<file path="src/rtl/wb_regfile.sv">
// RV32I writeback register file: 32 x XLEN array, two combinational read ports, load-use scoreboard.
// Define WB_REGFILE_BYPASS_EN for same-cycle write-through bypass and early stall release.
module wb_regfile #(
   parameter int XLEN = 32,
   parameter int NREG = 32
) (
   input  logic            clk,
   input  logic            rst,
   input  logic            RegWEn,
   input  logic [4:0]      addrD,
   input  logic [XLEN-1:0] dataD,
   input  logic [4:0]      addrA,
   input  logic [4:0]      addrB,
   input  logic            useA,
   input  logic            useB,
   output logic [XLEN-1:0] dataA,
   output logic [XLEN-1:0] dataB,
   input  logic            ld_issue,
   input  logic [4:0]      ld_rd,
   output logic            stall,
   output logic [5:0]      busy_cnt
);

   logic [XLEN-1:0] regs [NREG];
   logic [NREG-1:0] busy;
   logic [NREG-1:0] busy_nxt;
   logic [5:0]      cnt_nxt;
   logic            wr;
   logic            byp_a;
   logic            byp_b;

   assign wr = RegWEn && (addrD != 5'd0);

   // Clear first, then set, so a new load to the same register wins over the old one's writeback.
   always_comb begin
      busy_nxt = busy;
      if (wr)
         busy_nxt[addrD] = 1'b0;
      if (ld_issue && (ld_rd != 5'd0))
         busy_nxt[ld_rd] = 1'b1;
      cnt_nxt = '0;
      for (int i = 0; i < NREG; i++)
         cnt_nxt = cnt_nxt + 6'(busy_nxt[i]);
   end

   always_ff @(posedge clk) begin
      if (rst) begin
         for (int i = 0; i < NREG; i++)
            regs[i] <= '0;
         busy     <= '0;
         busy_cnt <= '0;
      end else begin
         if (wr)
            regs[addrD] <= dataD;
         busy     <= busy_nxt;
         busy_cnt <= cnt_nxt;
      end
   end

`ifdef WB_REGFILE_BYPASS_EN
   assign byp_a = wr && (addrA == addrD);
   assign byp_b = wr && (addrB == addrD);
`else
   assign byp_a = 1'b0;
   assign byp_b = 1'b0;
`endif

   always_comb begin
      dataA = '0;
      dataB = '0;
      if (addrA != 5'd0)
         dataA = byp_a ? dataD : regs[addrA];
      if (addrB != 5'd0)
         dataB = byp_b ? dataD : regs[addrB];
   end

   // A bypassed port already sees the load result, so its hazard term is dropped.
   assign stall = (useA && (addrA != 5'd0) && busy[addrA] && !byp_a) ||
                  (useB && (addrB != 5'd0) && busy[addrB] && !byp_b);

endmodule
</file>
<file path="config.mk">
export PLATFORM = sky130hd
export DESIGN_NAME = wb_regfile
export DESIGN_NICKNAME = d
export VERILOG_FILES = /design/src/rtl/wb_regfile.sv
export SDC_FILE = /design/constraint.sdc
export NUM_CORES = 2
export LEC_CHECK = 0
export BUFFER_PORTS_ARGS = -buffer_cell sky130_fd_sc_hd__clkbuf_2
export CELL_PAD_IN_SITES_DETAIL_PLACEMENT = 1
export CELL_PAD_IN_SITES_GLOBAL_PLACEMENT = 2
export CORE_ASPECT_RATIO = 2
export CORE_MARGIN = 2
export CORE_UTILIZATION = 49
export CTS_BUF_LIST = sky130_fd_sc_hd__clkbuf_2
export DETAILED_ROUTE_END_ITERATION = 10
export PLACE_DENSITY = 0.87
export SETUP_SLACK_MARGIN = 0.5
export SYNTH_ARGS = -nofsm -noshare
export SYNTH_HDL_FRONTEND = slang
export SYNTH_SLANG_ARGS = --single-unit
</file>
<file path="constraint.sdc">
create_clock -name clk -period 7.7 [get_ports clk]
set_input_delay 1.54 -clock clk [delete_from_list [all_inputs] [get_ports clk]]
set_output_delay 1.54 -clock clk [all_outputs]
set_load 0.05 [all_outputs]
</file>
== After elaboration in Yosys (flattened, before gate mapping) ==
Memory sizes are Yosys's and may differ from the RTL's.
Index checks and enable logic that the tools add are counted.
Widths: inputs -> output; s select.

* Bits in writable memories: 1024
* Bits in latches: 0
* Register bits after elaboration: 38
* Bits of input ports: 58
* ROM bits: 0
* Memories kept: 1

{| class="wikitable"
|+ Memories
! name !! depth !! bits a word !! rd ports !! clocked after Yosys merged registers in !! wr ports !! RTL line !! source
|-
| regs || 32 || 32 || 2 || 0 || 32 || 24 || <nowiki>logic [XLEN-1:0] regs [NREG];</nowiki>
|}

* Eq/ne operators: 0
* Reduce and logical (&&, ||, !) cells: 14
* Divide/modulo/power cells: 0
* Shifts and indexed selects: 0
* Multiply operators: 0
* Mux-type cells: 20
* Order comparisons: 6
* Add/subtract/negate cells: 31
* Bitwise gates (word level): 3

{| class="wikitable"
|+ Operator list
! operator !! count
|-
| $mux 32 || 5
|-
| $add 6x1->6 || 26
|-
| $and 32x32->32 || 1
|-
| $not 32->32 || 1
|-
| $or 32x32->32 || 1
|-
| $reduce_or 32->1 || 1
|-
| $lt 5x6->1 const B || 4
|-
| $reduce_bool 5->1 || 4
|-
| $bmux 1 s5 || 2
|-
| $demux 1 s5 || 2
|-
| $ge 5x1->1 const B || 2
|-
| $mux 1 || 10
|-
| $logic_and 1x1->1 || 8
|-
| $add 5x1->6 || 1
|-
| $add 4x1->5 || 1
|-
| $mux 5 || 1
|-
| $add 3x1->4 || 1
|-
| $add 2x1->3 || 1
|-
| $add 1x1->2 || 1
|-
| $logic_or 1x1->1 || 1
|}

== Depth between registers and ports, before layout ==
* Word-level depth: 40
* Mapped depth: 21

== Worst setup path after synthesis ==
Ideal clock, no wire load.

* Path kind: input-to-reg
* From: in addrD[3]
* To: reg busy_cnt[4]
* Buffers on the path: 1
* Cell stages on the path: 20
* Setup time: 128 ps
* Slack: 1032 ps
* Arrival: 6541 ps
* Cells stage by stage: clkbuf_1 -> nor2b_1 -> and3_1 -> nand2_1 -> a22oi_1 -> fa_1 -> fa_1 -> inv_1 -> fa_1 -> fa_1 -> fa_1 -> fa_1 -> ha_1 -> inv_1 -> fa_1 -> inv_1 -> a21o_1 -> a21oi_1 -> xor2_1 -> nor2_1

* Longest elaborated chain between the ends: 40
* Elaborated cells on any way between the ends: 43
* Those cells by class: 31 x add/sub; 2 x order compare; 4 x mux; 3 x bitwise; 3 x reduce/logical

{| class="wikitable"
|+ RTL lines
! item !! RTL line !! source
|-
| start, declared || 10 || <nowiki>input logic [4:0] addrD,</nowiki>
|-
| $lt 5x6->1 (implied by the code) / $ge 5x1->1 (equally long branches) || 38 || <nowiki>busy_nxt[addrD] = 1'b0;</nowiki>
|-
| $logic_and 1x1->1 (implied by the code) || 38 ||
|-
| $mux 1 (implied by the code) || 38 ||
|-
| $demux 1 s5 || 38 ||
|-
| $not 32->32 (no line) || n/a ||
|-
| $and 32x32->32 (no line) || n/a ||
|-
| $mux 32 (*) || 37 || <nowiki>if (wr)</nowiki>
|-
| $or 32x32->32 (no line) || n/a ||
|-
| $mux 32 (*) || 39 || <nowiki>if (ld_issue && (ld_rd != 5'd0))</nowiki>
|-
| $add 1x1->2 || 43 || <nowiki>cnt_nxt = cnt_nxt + 6'(busy_nxt[i]);</nowiki>
|-
| $add 2x1->3 || 43 ||
|-
| $add 3x1->4 || 43 ||
|-
| $add 4x1->5 || 43 ||
|-
| $add 5x1->6 || 43 ||
|-
| $add 6x1->6 (25 in series) || 43 ||
|-
| $add 6x1->6 (*) || 43 ||
|-
| end signal, assigned || 56 || <nowiki>busy_cnt <= cnt_nxt;</nowiki>
|-
| end, declared || 21 || <nowiki>output logic [5:0] busy_cnt</nowiki>
|}

Mark *: on every way between the ends. The rest lies on a longest branch, timed or not.
A chain may end at the register's enable or synchronous reset.

== Final worst setup path ==
* From: in addrA[0]
* To: out dataA[5]

* Longest elaborated chain between the ends: 2
* Elaborated cells on any way between the ends: 3
* Those cells by class: 1 x mux; 1 x reduce/logical; 1 x memory

{| class="wikitable"
|+ RTL lines
! item !! RTL line !! source
|-
| start, declared || 12 || <nowiki>input logic [4:0] addrA,</nowiki>
|-
| $mem_v2 32x32 / $reduce_bool 5->1 (equally long branches) || n/a ||
|-
| $mux 32 (*) || 71 || <nowiki>if (addrA != 5'd0)</nowiki>
|-
| end, declared || 16 || <nowiki>output logic [XLEN-1:0] dataA,</nowiki>
|}

Marked as above.

==> flow_summary.toml <==
[cts]
clock_latency_ps = 1680
cts.htree.levels = 4
cts_root_buffer = "clkbuf_2"
ctsHoldBuffers = 0
cts_sinks = 1062
post_cts_buffers = 0
ctsResizeCount = 0
path_clk_slew_ps = 150
max-clock-path-buffers = 3
cts_buffers = 225
cts_tree = "done"

[yosys]
yosysTopAreaCell = "edfxtp_1"
synth-edff-count = 1024
synth_area_sq_um = 56900
ys_seq_area_share_pct = 55.4
synth.most_common_cell = "edfxtp_1"
synthTopCellsByArea = "edfxtp_1 54%, mux4_2 26%, and2_1 11%"
syn_inst = 3579
yosys.area.top_type_share_pct = 54.1
yosysWarnings = 0
synthArstFlopShare_pct = 0
synth_common_cells = "1024 x edfxtp_1, 993 x and2_1, 654 x mux4_2"
synth_ff_type = "edfxtp_1"
synth_area_per_cell_sq_um = 15.9
ys_types = 44
synth_seq_cells = 1062

[die]
dieWidth_um = 245
io_pins = 129
start_util_pct = 49.4
rows = 176
coreArea_sq_um = 115000
die-area_sq_um = 119000
die_h_um = 486

[sta]
fmax_mhz = 171
hold_violations = 0
period_needed_ps = 5860
rsz0062_at_grt = "false"
clock_skew_ps = 70.3
timing.final.max_slew_violations = 0
slew-limit-headroom_pct = 11.2
setup_viol = 0
fin_crit_sh_pct = 76.1
fin_setup_tns_ps = 0
worst-slew-pin-transition_ps = 1330

[final_layout]
utilization_pct = 53.4
layout.cells.non_filler = 5395
fin_nets = 3797
num-fill-cells = 10849
seq_area_sq_um = 31500
multi_input_area_sq_um = 23900
drive_gt1_share_pct = 33.8
area_growth_pct = 8.08

[flow_run]
cap_violations = 0

[placement]
dp.cells = 4994
io_buffers = 128
gp_congestion = 0.904
dpl.hpwl_mm = 121

[global_routing]
grt_usage_pct = 34.9
grt_antenna_before_repair = 22
grt_pass1_vias = 38748
grt_pass1_wl_mm = 285
grt_max_degree = 81
grt-ovfl-total = 0

[worst_setup_path]
start_kind = "input port"
worstPathArrival_ps = 4320
path_class = "input port to primary output"
reg2reg_from = "busy[23]"
critPathCaptureType = "primary output"
reg2reg_depth = 16
regToRegEndpoint = "busy_cnt[4]"
rrSetupSlack_ps = 2620
cp_max_fo = 49
worstPathRequired_ps = 6160

[power]
leakagePower_uw = 0.0215
power_uw = 12300
power_density_nw_per_um2 = 201
peakVddDrop_mv = 0.157

[worst_hold_path]
hold_start = "ld_rd[1]"
min_to = "busy[15]"
whs_path_depth = 3
holdCritPathClass = "input port to flip-flop"

[routing]
viasPerCell = 6.69
post-route-drc-count = 0
totalWireLength_mm = 203
vias = 36081
antenna_left = 0
dr.pass1.iters = 6
wl_per_cell_um = 37.7
drt_iter0_markers = 4689

[outcome]
status = "finished, final reports clean"
[report_power, final]
part / total, uW / leakage, uW / switching (uW) / internal, uW
sequential: 6810 / 0.0101 / 167 / 6650
combinational: 1940 / 0.00993 / 1170 / 768
clock: 3570 / 0.00153 / 2290 / 1290
total: 12300 / 0.0215 / 3630 / 8700
[flip-flops by register name, summed over array words and instances, names as in the netlist]
signal and flops:
busy 32, regs 1024, busy_cnt 6
[through the flow]
step | hold slack, ps | setup slack (ps) | instance area, sq um
after global placement | 567 | 553 | 59400
final | 310 | 1840 | 61500
after floorplan | 454 | 1030 | 57000
after detailed placement | 570 | 501 | 59400
after global routing | 207 | 1720 | 61400
after CTS | 162 | 1830 | 61400
[cells by family after synthesis]
| group | synth area share, % |
|---|---|
| xor+xnor | 0.0308 |
| mux | 26.1 |
| simple gates | 13.0 |
| buf+inv | 3.28 |
| compound gates | 1.16 |
| fa+ha+maj | 0.999 |
| other cells | 0.00659 |
| flops | 55.4 |
[worst max-delay path, cell delays in order]
cell	delay, ps
buf_8	490
buf_4	570
mux4_2	580
mux4_2	550
nand2_1	130
o21ai_1	140
clkbuf_2	260
[cells in the final DEF, fill, tap and decap left out, types with 25 or more instances in the layout]
master,count
edfxtp_1,1024
clkinv_1,59
nand2_1,95
nor2_1,28
nor2_4,31
mux4_2,654
o21ai_1,64
buf_4,107
nor2b_1,25
conb_1,32
nand2b_2,30
and2_1,993
clkbuf_2,440
inv_1,77
dfxtp_1,38
[routing by layer]
layer / part of all wire [%] / track usage, % / wire length [um]
met5: 0.041 / 0 / 83
met4: 7.4 / 22.1 / 15000
met3: 9.0 / 6.63 / 18400
met2: 51 / 59.6 / 104000
met1: 32 / 40.2 / 66000
[layout make-up]
type	count	area share, %
diodes	15	0.0611
repair buffers	245	2.83
clock inverters	65	0.662
well taps	1513	3.08
clock buffers	321	2.61
flip-flops and latches	1062	51.3
inverters	92	0.562
multi-input cells	2082	38.9
[worst max-delay path by stage]
stage | from | to | slack (ps) | depth (start not counted)
floorplan | addrD[3] | busy_cnt[4] | 1030 | 20
CTS | addrA[0] | dataA[5] | 1830 | 7
detailed placement | RegWEn | busy_cnt[4] | 500 | 20
global placement | RegWEn | busy_cnt[4] | 550 | 20
finish | addrA[0] | dataA[5] | 1840 | 7
global route | addrA[0] | dataA[5] | 1720 | 7
No activity file was read; power rests on OpenSTA's default activity.
